<file path="config.mk">
export PLATFORM = sky130hd
export DESIGN_NAME = window_enable_controller
export DESIGN_NICKNAME = d
export VERILOG_FILES = /design/src/rtl/median_ctrl_pkg.sv /design/src/rtl/raster_counter.sv /design/src/rtl/window_enable_controller.sv
export SDC_FILE = /design/constraint.sdc
export NUM_CORES = 1
export LEC_CHECK = 0
export BUFFER_PORTS_ARGS = -buffer_cell sky130_fd_sc_hd__buf_2
export CAP_MARGIN = 20
export CORE_UTILIZATION = 55
export DETAILED_ROUTE_END_ITERATION = 7
export PLACE_DENSITY = 0.87
export RECOVER_POWER = 25
export SLEW_MARGIN = 20
export SYNTH_ARGS = -nofsm -noshare
export SYNTH_HDL_FRONTEND = slang
export SYNTH_SLANG_ARGS = --single-unit
</file>
<file path="constraint.sdc">
create_clock -name i_clk -period 3.6 [get_ports i_clk]
set_clock_uncertainty 0.2 [all_clocks]
set_input_delay 0.18 -clock i_clk [delete_from_list [all_inputs] [get_ports i_clk]]
set_output_delay 0.18 -clock i_clk [all_outputs]
set_load 0.005 [all_outputs]
</file>
<file path="src/rtl/median_ctrl_pkg.sv">
// Shared types and parameter checks for the median-filter window controller.
package median_ctrl_pkg;

  typedef enum logic [1:0] {
    ST_IDLE = 2'd0,
    ST_FILL = 2'd1,
    ST_RUN  = 2'd2,
    ST_DONE = 2'd3
  } ctrl_state_t;

  function automatic bit win_is_legal(input int unsigned win);
    return (win >= 3) && (win <= 9) && ((win % 2) == 1);
  endfunction

endpackage

</file>
<file path="src/rtl/raster_counter.sv">
// Raster-order column/row counter; column wraps into row, row wraps at frame end.
module raster_counter #(
  parameter int unsigned IMG_W = 64,
  parameter int unsigned IMG_H = 64
) (
  input  logic                       i_clk,
  input  logic                       i_rst,
  input  logic                       clear_i,
  input  logic                       advance_i,
  output logic [$clog2(IMG_W)-1:0]   col_o,
  output logic [$clog2(IMG_H)-1:0]   row_o,
  output logic                       last_o
);

  localparam int unsigned CW = $clog2(IMG_W);
  localparam int unsigned RW = $clog2(IMG_H);
  localparam logic [CW-1:0] COL_MAX = CW'(IMG_W - 1);
  localparam logic [RW-1:0] ROW_MAX = RW'(IMG_H - 1);

  logic [CW-1:0] col_q, col_d;
  logic [RW-1:0] row_q, row_d;

  always_comb begin
    col_d = col_q;
    row_d = row_q;
    if (clear_i) begin
      col_d = '0;
      row_d = '0;
    end else if (advance_i) begin
      if (col_q == COL_MAX) begin
        col_d = '0;
        row_d = (row_q == ROW_MAX) ? '0 : row_q + 1'b1;
      end else begin
        col_d = col_q + 1'b1;
      end
    end
  end

  always_ff @(posedge i_clk or posedge i_rst) begin
    if (i_rst) begin
      col_q <= '0;
      row_q <= '0;
    end else begin
      col_q <= col_d;
      row_q <= row_d;
    end
  end

  assign col_o  = col_q;
  assign row_o  = row_q;
  assign last_o = (col_q == COL_MAX) && (row_q == ROW_MAX);

endmodule

</file>
<file path="src/rtl/window_enable_controller.sv">
// Tracks raster position of incoming pixels and flags when a full WIN x WIN window is available.
module window_enable_controller
  import median_ctrl_pkg::*;
#(
  parameter int unsigned IMG_W = 64,
  parameter int unsigned IMG_H = 64,
  parameter int unsigned WIN   = 9,
  localparam int unsigned CW   = $clog2(IMG_W),
  localparam int unsigned RW   = $clog2(IMG_H)
) (
  input  logic          i_clk,
  input  logic          i_rst,
  input  logic          i_start,
  input  logic          i_pix_valid,
  output logic [1:0]    o_state,
  output logic          o_busy,
  output logic          o_win_en,
  output logic [CW-1:0] o_col,
  output logic [RW-1:0] o_row,
  output logic          o_frame_done
);

  if (!win_is_legal(WIN)) begin : g_bad_win
    $error("window_enable_controller: WIN must be odd and within 3..9");
  end
  if ((IMG_W < WIN) || (IMG_H < WIN)) begin : g_bad_img
    $error("window_enable_controller: image dimensions must be >= WIN");
  end

  localparam logic [CW-1:0] COL_WIN = CW'(WIN - 1);
  localparam logic [RW-1:0] ROW_WIN = RW'(WIN - 1);

  ctrl_state_t   state_q, state_d;
  logic          win_en_q, win_en_d;
  logic          accept;
  logic          clear;
  logic          last;
  logic          at_corner;
  logic          in_window;
  logic [CW-1:0] col;
  logic [RW-1:0] row;

  assign accept    = i_pix_valid && ((state_q == ST_FILL) || (state_q == ST_RUN));
  assign clear     = (state_q == ST_IDLE);
  assign at_corner = (row == ROW_WIN) && (col == COL_WIN);
  assign in_window = (row >= ROW_WIN) && (col >= COL_WIN);

  raster_counter #(
    .IMG_W (IMG_W),
    .IMG_H (IMG_H)
  ) u_raster (
    .i_clk     (i_clk),
    .i_rst     (i_rst),
    .clear_i   (clear),
    .advance_i (accept),
    .col_o     (col),
    .row_o     (row),
    .last_o    (last)
  );

  // FILL checks frame end first so a WIN-sized image goes straight to DONE.
  always_comb begin
    state_d  = state_q;
    win_en_d = accept && in_window;
    unique case (state_q)
      ST_IDLE: if (i_start) state_d = ST_FILL;
      ST_FILL: begin
        if (accept && last)           state_d = ST_DONE;
        else if (accept && at_corner) state_d = ST_RUN;
      end
      ST_RUN:  if (accept && last) state_d = ST_DONE;
      ST_DONE: state_d = ST_IDLE;
      default: state_d = ST_IDLE;
    endcase
  end

  always_ff @(posedge i_clk or posedge i_rst) begin
    if (i_rst) begin
      state_q  <= ST_IDLE;
      win_en_q <= 1'b0;
    end else begin
      state_q  <= state_d;
      win_en_q <= win_en_d;
    end
  end

  assign o_state      = state_q;
  assign o_busy       = (state_q == ST_FILL) || (state_q == ST_RUN);
  assign o_win_en     = win_en_q;
  assign o_col        = col;
  assign o_row        = row;
  assign o_frame_done = (state_q == ST_DONE);

endmodule

</file>
==> Word level (Yosys, flattened, before mapping) <==
Index checks and enable logic that the tools add are counted.
{ "word_totals": {"register_bits": 15} }
{ "classes": {"add_sub_neg": 2, "n_reduce_logical": 13, "n_lt_le_gt_ge": 2, "n_eq_ne": 10, "muxes": 12} }
{ "ops": {"columns": ["operator", "n"], "rows": [
  ["2-to-1 mux 6 bit", 7],
  ["adder 6 x 1 -> 6 bit, second input constant", 2],
  ["== test 6 x 4 -> 1 bit, second input constant", 2],
  ["== test 6 bit, second input constant", 2],
  ["greater-or-equal comparator 6 x 4 -> 1 bit, second input constant", 2],
  ["2-to-1 mux 2 bit", 4],
  ["case mux 2 bit (4 select lines)", 1],
  ["logical AND 1 bit", 7],
  ["== test 2 bit, second input constant", 2],
  ["nonzero test 2 bit", 2],
  ["!= test 3 x 1 -> 1 bit, second input constant", 1],
  ["AND reduction 3 bit", 1],
  ["== test 2 x 1 -> 1 bit, second input constant", 1],
  ["logical NOT 2 bit", 1],
  ["!= test 2 x 1 -> 1 bit, second input constant", 1],
  ["!= test 2 bit, second input constant", 1],
  ["AND reduction 2 bit", 1],
  ["logical OR 1 bit", 1]
]} }

==> Longest topological paths before layout <==
Gate-level depths: netlist (run 1).
{ "depth": {"word_depth": 7, "ltp_mapped": 8, "ltp_nobuf": 7} }

==> Hierarchy <==
From an unflattened synthesis (run 1), not the netlist that was laid out.
{ "unflattened": {"cells_unflattened": 100, "hier_area_um2": 980.9} }
{ "modules_own_cells": {"columns": ["module", "n_inst", "cells_each", "area_each_um2"], "rows": [
  ["raster_counter", 1, 71, 689.4],
  ["window_enable_controller", 1, 29, 291.5]
]} }

==> Least setup slack after synthesis (run 1) <==
Ideal clock, no wire load.
{ "synth_path": {"kind": "register -> register", "from": "register state_q[1] (netlist: o_state[1])", "to": "register state_q[1] (netlist: o_state[1])", "period_less_slack_ns": 2.326, "path_stages_with_launch": 9, "t_arrival_ns": 2.000, "setup_ns": 0.125, "slack_ns": 1.274, "path_cell_list": "dfrtp_1 inv_1 ha_1 nand2_2 or3_1 clkbuf_1 o22ai_2 o21ai_2 mux2_4"} }
{ "synth_between": {"elab_chain_len": 6} }
{ "synth_lines": {"columns": ["item", "line", "text"], "rows": [
  ["from (decl)", "window_enable_controller.sv:33", "ctrl_state_t state_q, state_d;"],
  ["from (signal assigned)", "window_enable_controller.sv:82", "state_q <= state_d;"],
  ["== test 2 x 1 -> 1 bit or == test 2 bit (tied branches)", null, null],
  ["logical OR 1 bit *", null, null],
  ["via o_busy", "window_enable_controller.sv:16", "output logic o_busy,"],
  ["logical AND 1 bit *", "window_enable_controller.sv:43", "assign accept = i_pix_valid && ((state_q == ST_FILL) || (state_q == ST_RUN));"],
  ["logical AND 1 bit, on equally long branches", "window_enable_controller.sv:68, window_enable_controller.sv:71, window_enable_controller.sv:69", null],
  ["2-to-1 mux 2 bit (tied with other cells)", "window_enable_controller.sv:68", "if (accept && last) state_d = ST_DONE;"],
  ["case mux 2 bit (4 select lines) or AND reduction 3 bit (tied branches)", null, null]
]} }
Mark *: on every way through the listed nets, which the timed path passes. The rest lies on a longest branch.
A chain may end at the register's enable or synchronous reset.

==> Worst setup path after layout (run 1) <==
{ "layout_path": {"from": "register state_q[1] (netlist: o_state[1])", "to": "register state_q[1] (netlist: o_state[1])"} }
{ "layout_between": {"elab_chain_len": 6} }
{ "layout_lines": {"columns": ["item", "line"], "rows": [
  ["== test 2 x 1 -> 1 bit or == test 2 bit (tied branches)", "window_enable_controller.sv:43, window_enable_controller.sv:65"],
  ["logical OR 1 bit", "window_enable_controller.sv:43"],
  ["logical AND 1 bit", "window_enable_controller.sv:43"],
  ["logical AND 1 bit, on equally long branches", "window_enable_controller.sv:68, window_enable_controller.sv:71, window_enable_controller.sv:69"],
  ["2-to-1 mux 2 bit (tied with other cells)", "window_enable_controller.sv:68"],
  ["case mux 2 bit (4 select lines) or AND reduction 3 bit (tied branches)", null]
]} }
Parallel ways exist; a longest one is shown, timed or not.

==> flow_metrics.py, run 1 <==
metrics = {
    "cts": {
        "cts.clk_slew.worst_paths_ps": 90,
        "clock_sinks": 15,
        "post_cts_buffers": 0,
        "cts.path.max_buffers": 2,
        "cts-root-buf": "clkbuf_4",
        "tritoncts": "yes",
        "numCtsBuffers": 3,
        "cts_resized": 0,
        "ctsHoldBuffers": 2,
        "h-tree-depth": 1,
        "clk_latency_ps": 290,
    },
    "sta": {
        "rsz0062_at_grt": "no",
        "hold_viol_final": 0,
        "tns_ps": 0,
        "period_share_pct": 69.8,
        "slew_violations": 0,
        "relSlewSlack_pct": 52.4,
        "max_freq_mhz": 398,
        "worst_slew_pin_slew_ps": 708,
        "min_period_ps": 2510,
        "setup_violations": 0,
    },
    "flow_run": {
        "drv_cap": 0,
    },
    "worst_setup_path": {
        "setup.worst_path.start": "o_state[1]$_DFFE_PP0P_",
        "cp-start-kind": "register",
        "critPathRequiredTime_ps": 3580,
        "rrSetupSlack_ps": 1090,
        "cp-end-kind": "register",
        "critPathMaxFanout": 8,
        "critical_path_class": "register to register",
        "r2r-start": "o_state[1]$_DFFE_PP0P_",
        "worstPathArrival_ps": 2490,
    },
    "detailed_routing": {
        "drt-pass1-iter-count": 4,
        "vias": 786,
        "drt_iter0_drc": 28,
        "drt.antenna.violating_nets": 0,
        "wl_mm": 1.79,
        "drc": 0,
        "via_per_inst": 5.65,
        "wl_per_cell_um": 12.9,
    },
    "place": {
        "gp_congestion": 0.808,
        "io_buffers": 20,
        "post-dp-hpwl_mm": 1.32,
    },
    "logic_synthesis": {
        "syn_inst": 99,
        "netlist_area_sq_um": 892,
        "ys_types": 25,
        "syn_nets": 111,
        "ys_ff_latch": 15,
        "yosysWarnings": 0,
        "yosysSeqAreaShare_pct": 42.1,
        "syn_avg_cell_area_sq_um": 9.01,
    },
    "global_routing": {
        "grt_usage_pct": 21.7,
        "antenna_found_initial": 0,
        "grt_pass1_wl_mm": 2.92,
        "grt_overflow": 0,
        "grt_max_degree": 17,
        "grt_pass1_vias": 647,
    },
    "layout": {
        "drive_gt1_share_pct": 22.8,
        "n_antenna_cell": 0,
        "layout_common_cells": "buf_2 (19), dfrtp_1 (15), nand2_1 (11)",
        "fin_nets": 136,
        "fin_util_pct": 69.7,
        "final_common_cell": "buf_2",
        "area_delta_synth_final_pct": 17.7,
    },
    "worst_hold_path": {
        "min_path_type": "input pin to register",
        "holdCritStartpoint": "i_start",
    },
    "floorplanning": {
        "die_h_um": 42.3,
        "die_area_sq_um": 1790,
        "ios": 21,
        "fp.dieW_um": 42.3,
        "rows": 14,
        "core_area_sq_um": 1510,
        "initial_core_util_pct": 59.2,
    },
    "power": {
        "total_leakage_power_nw": 0.514,
        "powerDensity_nw_per_um2": 540,
        "vdd_drop_max_mv": 0.299,
    },
    "run_status": {
        "status": "completed",
    },
}
[cell usage after synthesis, drive strengths merged]
cell	instances	area (sq um)
a21o	1	7.51
a21oi	9	45.0
a221oi	1	8.76
a311oi	1	8.76
clkbuf	2	7.51
dfrtp	15	375
ha	8	100
inv	8	30.0
mux2	1	15.0
nand2	12	47.6
nand3	8	40.0
nand4	1	6.26
nor2	8	30.0
nor3	7	35.0
o21ai	4	23.8
o22ai	1	12.5
o41a	1	11.3
or2	2	12.5
or3	2	12.5
or4	1	7.51
or4bb	1	11.3
xnor2	1	8.76
xor2	4	35.0
[metrics by stage]
stage               area (sq um)  cells  setup slack, ps  total power [mW]  hold slack, ps
floorplan                    892     99             1270             0.395            -119
finish                      1050    139             1090             0.567            63.5
global route                1050    139              928             0.606            69.8
CTS                         1050    139             1080             0.573            57.6
global placement            1000    133             1210             0.458            56.3
detailed placement          1000    133             1100             0.471            66.3
[flip-flops by register name, summed over array words and instances, names as in the netlist]
signal,count
o_state,2
o_win_en,1
u_raster.col_o,6
u_raster.row_o,6
[worst paths after layout]
| kind | to | cells past startpoint |
|---|---|---|
| setup / recovery | o_state[1]$_DFFE_PP0P_ | 7 |
| hold / removal | o_state[1]$_DFFE_PP0P_ | 3 |
| setup reg to reg | o_state[1]$_DFFE_PP0P_ | 7 |
| hold reg to reg | u_raster.row_o[5]$_DFFE_PP0P_ | 1 |
| max in group asynchronous | u_raster.row_o[1]$_DFFE_PP0P_ | 3 |
| min in group asynchronous | o_state[1]$_DFFE_PP0P_ | 3 |
[metal layers]
metal  wire length (um)  global-route usage [%]  share of wire, %
met5                  0                       0                 0
met1                872                    32.7                49
met3                 58                    2.59               3.2
met4                 42                    11.3               2.3
met2                820                    30.5                46
[worst max-delay path, cell delays in order, from the launching register on]
cell,delay (ps)
dfrtp_1,450
inv_1,110
ha_1,390
nand2_2,140
or3_1,520
o22ai_2,200
o21ai_2,90
mux2_4,310
[kinds of logic after synthesis]
kind of cell,count (synthesis),share of synthesized area (%)
and+or+nand+nor,42,22.7
muxes,1,1.68
AOI/OAI and AO/OA,18,13.2
DFF,15,42.1
xor gates and xnor gates,5,4.91
buffers and inverters,10,4.21
adders and majority gates,8,11.2
[layout make-up]
cell class | count | area, sq um
Clock buffer | 4 | 26.3
Sequential cell | 15 | 375
Tap cell | 16 | 20.0
Inverter | 8 | 30.0
Timing Repair Buffer | 22 | 119
Fill cell | 115 | 457
Multi-Input combinational cell | 74 | 479
[report_power, final]
group / switching, mW / internal, mW
Combinational: 0.142 / 0.111
Clock: 0.0550 / 0.0431
Sequential: 0.0275 / 0.189
(Power assumes the default switching activity.)
==> run 2: changes to the inputs <==
Settings changed: CORE_UTILIZATION 55 to 51, PLACE_DENSITY 0.87 to 0.82.
Clock period 3.6 ns to 2.4 ns, I/O delays scaled along.
==> run 2 against run 1 <==
The flow now finishes with violations (design-rule violations); critical path depth did not move; flip-flop and latch count did not move; utilization rose by 3.3 points; die area rose by 7.5%; total power rose by 60%; cell area rose by 9.5%; hold slack improved by 160 ps; critical path type unchanged; non-clock buffer count rose by 13.
==> flow_metrics.py, run 2 (synthesis results as in run 1) <==
metrics = {
    "layout": {
        "n_antenna_cell": 0,
        "fillers": 129,
        "layout_common_cells": "buf_2 (19), dfrtp_1 (15), buf_4 (12)",
        "seqCellArea_sq_um": 375,
        "final_common_cell": "buf_2",
        "drive_gt1_share_pct": 29.4,
        "area_delta_synth_final_pct": 28.9,
        "multiInputGateArea_sq_um": 479,
        "fin_nets": 149,
        "fin_util_pct": 72.9,
    },
    "global_routing": {
        "grt_overflow": 0,
        "grt_use_met1_pct": 32.0,
        "grt_max_degree": 16,
        "grt_usage_pct": 23.8,
        "top_usage_layer": "met2",
        "grt_pass1_wl_mm": 3.39,
        "grt_pass1_vias": 764,
        "gr-usage-met3_pct": 4.17,
        "antenna_found_initial": 0,
        "grt.met2_usage_pct": 36.4,
    },
    "flow_run": {
        "drv_cap": 0,
    },
    "power": {
        "vdd_drop_max_mv": 0.676,
        "powerDensity_nw_per_um2": 789,
        "total_leakage_power_nw": 0.580,
    },
    "floorplanning": {
        "fp.dieW_um": 43.8,
        "initial_core_util_pct": 56.6,
        "die_h_um": 43.8,
        "die_area_sq_um": 1920,
        "core_area_sq_um": 1580,
        "rows": 14,
        "ios": 21,
    },
    "worst_setup_path": {
        "cp-start-kind": "register",
        "critPathBufInv": 1,
        "crit_path_cell_trace": "inv_1 > ha_1 > or4bb_1 > o41a_1 > o22ai_2 > o21ai_2 > mux2_4",
        "slowest_delay_ps": 470,
        "critPathRequiredTime_ps": 2380,
        "critical_path_class": "register to register",
        "cp_slowest_cell": "or4bb_1",
        "cp-end-kind": "register",
        "critical_path.top_delay_family": "compound AO/OA/AOI/OAI gates",
        "critPathMaxFanout": 3,
        "worstPathArrival_ps": 2280,
    },
    "sta": {
        "worst_slew_pin_slew_ps": 575,
        "slew_violations": 0,
        "setup_violations": 0,
        "rsz0062_at_grt": "no",
        "hold_viol_final": 0,
        "max_freq_mhz": 435,
        "period_share_pct": 95.8,
        "min_period_ps": 2300,
        "tns_ps": 0,
        "relSlewSlack_pct": 61.6,
    },
    "detailed_routing": {
        "drt.antenna.violating_nets": 0,
        "drt-pass1-iter-count": 6,
        "wl_mm": 2.03,
        "drt_iter0_drc": 30,
        "via_per_inst": 5.59,
        "drc": 2,
        "vias": 849,
        "wl_per_cell_um": 13.4,
    },
    "place": {
        "gp_congestion": 0.862,
        "post-dp-hpwl_mm": 1.46,
        "io_buffers": 20,
    },
    "cts": {
        "cts.clk_slew.worst_paths_ps": 90,
        "clk_latency_ps": 280,
        "cts-root-buf": "clkbuf_4",
        "post_cts_buffers": 0,
        "clock_sinks": 15,
        "cts.path.max_buffers": 2,
        "tritoncts": "yes",
        "numCtsBuffers": 3,
        "h-tree-depth": 1,
    },
    "run_status": {
        "status": "finished, violations left",
        "violations": "design-rule violations",
    },
    "worst_hold_path": {
        "min_path_type": "input pin to asynchronous set/reset pin",
    },
}
## run 2: path summary, 6_finish.rpt
check | startpoint | to | slack (ps) | cells after the start
setup reg to reg | u_raster.row_o[1]$_DFFE_PP0P_ | o_state[1]$_DFFE_PP0P_ | 100 | 7
hold / removal | i_rst | o_state[1]$_DFFE_PP0P_ | 230 | 3
min in group i_clk | u_raster.row_o[0]$_DFFE_PP0P_ | u_raster.row_o[0]$_DFFE_PP0P_ | 370 | 3
hold reg to reg | u_raster.row_o[0]$_DFFE_PP0P_ | u_raster.row_o[0]$_DFFE_PP0P_ | 370 | 3
setup / recovery | u_raster.row_o[1]$_DFFE_PP0P_ | o_state[1]$_DFFE_PP0P_ | 100 | 7
max in group asynchronous | i_rst | u_raster.row_o[0]$_DFFE_PP0P_ | 1400 | 3
## run 2: area by class of cell
class	count	area share [%]
sequential	15	32.6
clock buffer	4	2.29
multi-input combinational	74	41.7
timing repair buffer	35	19.0
inverter	8	2.61
tap	16	1.74
## run 2: per-layer routing
layer / vias up / wire length, um
met5: - / 0
met2: 26 / 902
li1: 418 / -
met4: 0 / 42
met3: 8 / 101
met1: 397 / 984
## run 2: through the flow
stage / cells / setup slack (ps) / hold WS (ps) / instance area (sq um) / power (mW)
2_1_floorplan: 99 / 74.4 / -179 / 892 / 0.593
3_3_place_gp: 145 / 158 / 0.520 / 1090 / 0.744
3_5_place_dp: 145 / 109 / 5.25 / 1090 / 0.757
4_1_cts: 152 / 102 / 246 / 1150 / 0.907
5_1_grt: 152 / 1.69 / 293 / 1150 / 0.973
6_report: 152 / 100 / 227 / 1150 / 0.907
## run 2: tightest hold or removal path, delay by kind of cell
kind,cells,cell delay (ps)
buffers and inverters,3,1070
## run 2: what timing repair did
| action | 4_1_cts | 5_1_grt |
|---|---|---|
| hold buffers | 3 | 0 |
| endpoints found under the hold margin | 17 | 0 |
| resized for setup | 0 | 0 |
| endpoints found under the setup margin | 0 | 0 |
## run 2: power by group
group          total, mW  internal [mW]  switching (mW)
clock network      0.145         0.0646          0.0807
registers          0.307          0.283          0.0242
logic              0.454          0.213           0.242
==> run 3: changes to the inputs <==
Settings changed: BUFFER_PORTS_ARGS -buffer_cell sky130_fd_sc_hd__buf_2 to -buffer_cell sky130_fd_sc_hd__buf_4.
==> run 3 against run 2 <==
The flow still finishes with violations (design-rule violations); sequential power about the same; global-route usage increased by 0.24 points; cell area increased by 3.8%; combinational power increased by 9.5%; critical endpoint unchanged; routed wire length increased by 7.3%; largest power group unchanged; flip-flop and latch count unchanged; non-clock buffer count decreased by 1; sequential share of layout area decreased by 1.2 points; clock power increased by 3%; final cell count decreased by 0.66%; via count decreased by 0.71%; first-iteration DRC count increased by 17%.
==> flow_metrics.py, run 3 (synthesis results as in run 1) <==
metrics = {
    "floorplanning": {
        "fp.dieW_um": 43.8,
        "die_area_sq_um": 1920,
        "ios": 21,
        "initial_core_util_pct": 56.6,
        "rows": 14,
        "core_area_sq_um": 1580,
        "die_h_um": 43.8,
    },
    "layout": {
        "drive_gt1_share_pct": 29.6,
        "final_common_cell": "buf_4",
        "fin_nets": 148,
        "final_area_sq_um": 1190,
        "layout_common_cells": "buf_4 (29), dfrtp_1 (15), nand2_1 (11)",
        "stdcell_count": 151,
        "n_antenna_cell": 0,
        "area_delta_synth_final_pct": 33.8,
    },
    "cts": {
        "cts-root-buf": "clkbuf_4",
        "tritoncts": "yes",
        "cts.clk_slew.worst_paths_ps": 90,
        "clk_latency_ps": 290,
        "numCtsBuffers": 3,
        "cts.path.max_buffers": 2,
        "cts_resized": 0,
        "h-tree-depth": 1,
        "clock_sinks": 15,
    },
    "sta": {
        "worst_slew_pin_slew_ps": 575,
        "rsz0062_at_grt": "no",
        "min_period_ps": 2320,
        "slew_violations": 0,
        "relSlewSlack_pct": 61.7,
        "tns_ps": 0,
        "hold_viol_final": 0,
        "period_share_pct": 96.7,
        "setup_violations": 0,
        "layout_setup_ws_ps": 78.2,
        "max_freq_mhz": 431,
    },
    "place": {
        "place_area_sq_um": 1140,
        "io_buffers": 20,
        "gp_congestion": 0.827,
        "placed_cells": 144,
        "post-dp-hpwl_mm": 1.57,
        "dp_slack_ps": 117,
    },
    "worst_setup_path": {
        "critPathRequiredTime_ps": 2380,
        "cp-end-kind": "register",
        "timing.rr.end": "o_state[1]$_DFFE_PP0P_",
        "critical_path_class": "register to register",
        "critPathCapture": "o_state[1]$_DFFE_PP0P_",
        "rrSetupSlack_ps": 80,
        "r2r-start": "u_raster.row_o[0]$_DFFE_PP0P_",
        "critPathMaxFanout": 3,
        "cp-start-kind": "register",
        "worstPathArrival_ps": 2300,
        "setup.worst_path.start": "u_raster.row_o[0]$_DFFE_PP0P_",
        "r2r_cells": 7,
    },
    "worst_hold_path": {
        "min_path_type": "input pin to asynchronous set/reset pin",
    },
    "power": {
        "total_leakage_power_nw": 0.582,
        "powerDensity_nw_per_um2": 799,
        "vdd_drop_max_mv": 0.745,
        "p_total_mw": 0.953,
    },
    "global_routing": {
        "grt_overflow": 0,
        "grt_usage_pct": 24.0,
        "grt_pass1_vias": 788,
        "antenna_found_initial": 0,
        "grt_max_degree": 16,
        "grt_pass1_wl_mm": 3.43,
    },
    "run_status": {
        "status": "finished, violations left",
        "violations": "design-rule violations",
    },
    "detailed_routing": {
        "drt_iter0_drc": 35,
        "drt-pass1-iter-count": 7,
        "drc": 2,
        "wl_per_cell_um": 14.4,
        "wl_mm": 2.18,
        "drt.antenna.violating_nets": 0,
        "via_per_inst": 5.58,
        "vias": 843,
    },
    "flow_run": {
        "drv_cap": 0,
    },
}
-- run 3: cell type report --
| class | instances | area, sq um |
|---|---|---|
| clock buffers | 4 | 26.3 |
| multi-input cells | 74 | 479 |
| fillers | 112 | 383 |
| inverters | 8 | 30.0 |
| well taps | 16 | 20.0 |
| flip-flops and latches | 15 | 375 |
| repair buffers | 34 | 263 |
-- run 3: critical path, stage by stage, from the launching register on --
cell and delay [ps]:
dfrtp_1 390, inv_1 80, ha_1 140, or4bb_1 460
o41a_1 340, o22ai_2 210, o21ai_2 90, mux2_4 300
-- run 3: what timing repair did --
item / in CTS / in global routing
hold buffers: 3 / 0
setup buffers: 0 / 0
hold endpoints to repair: 17 / 0
-- run 3: where the power goes --
group / total (mW) / internal, mW / switching [mW] / leakage (nW)
Combinational: 0.497 / 0.242 / 0.254 / 0.363
Sequential: 0.308 / 0.283 / 0.0244 / 0.204
Clock: 0.149 / 0.0647 / 0.0844 / 0.0150
Total: 0.953 / 0.590 / 0.363 / 0.582
-- run 3: how the worst min path moves through the flow --
stage,end
after floorplan,o_state[0]$_DFFE_PP0P_
after global placement,u_raster.row_o[5]$_DFFE_PP0P_
after detailed placement,u_raster.row_o[5]$_DFFE_PP0P_
after CTS,u_raster.row_o[5]$_DFFE_PP0P_
after global routing,u_raster.row_o[5]$_DFFE_PP0P_
final,o_win_en$_DFF_PP0_
-- run 3: stage by stage --
stage / hold slack (ps) / util (%)
final: 238 / 75.7
after CTS: 262 / 75.7
after detailed placement: 17.3 / 72.1
after global routing: 301 / 75.7
after global placement: 15.4 / 72.1
after floorplan: -179 / -
-- run 3: routing by layer --
metal	GRT usage (%)	part of all wire, %
met4	10.6	1.2
met2	40.0	47
met1	31.5	45
met3	2.50	6.7
met5	0	0
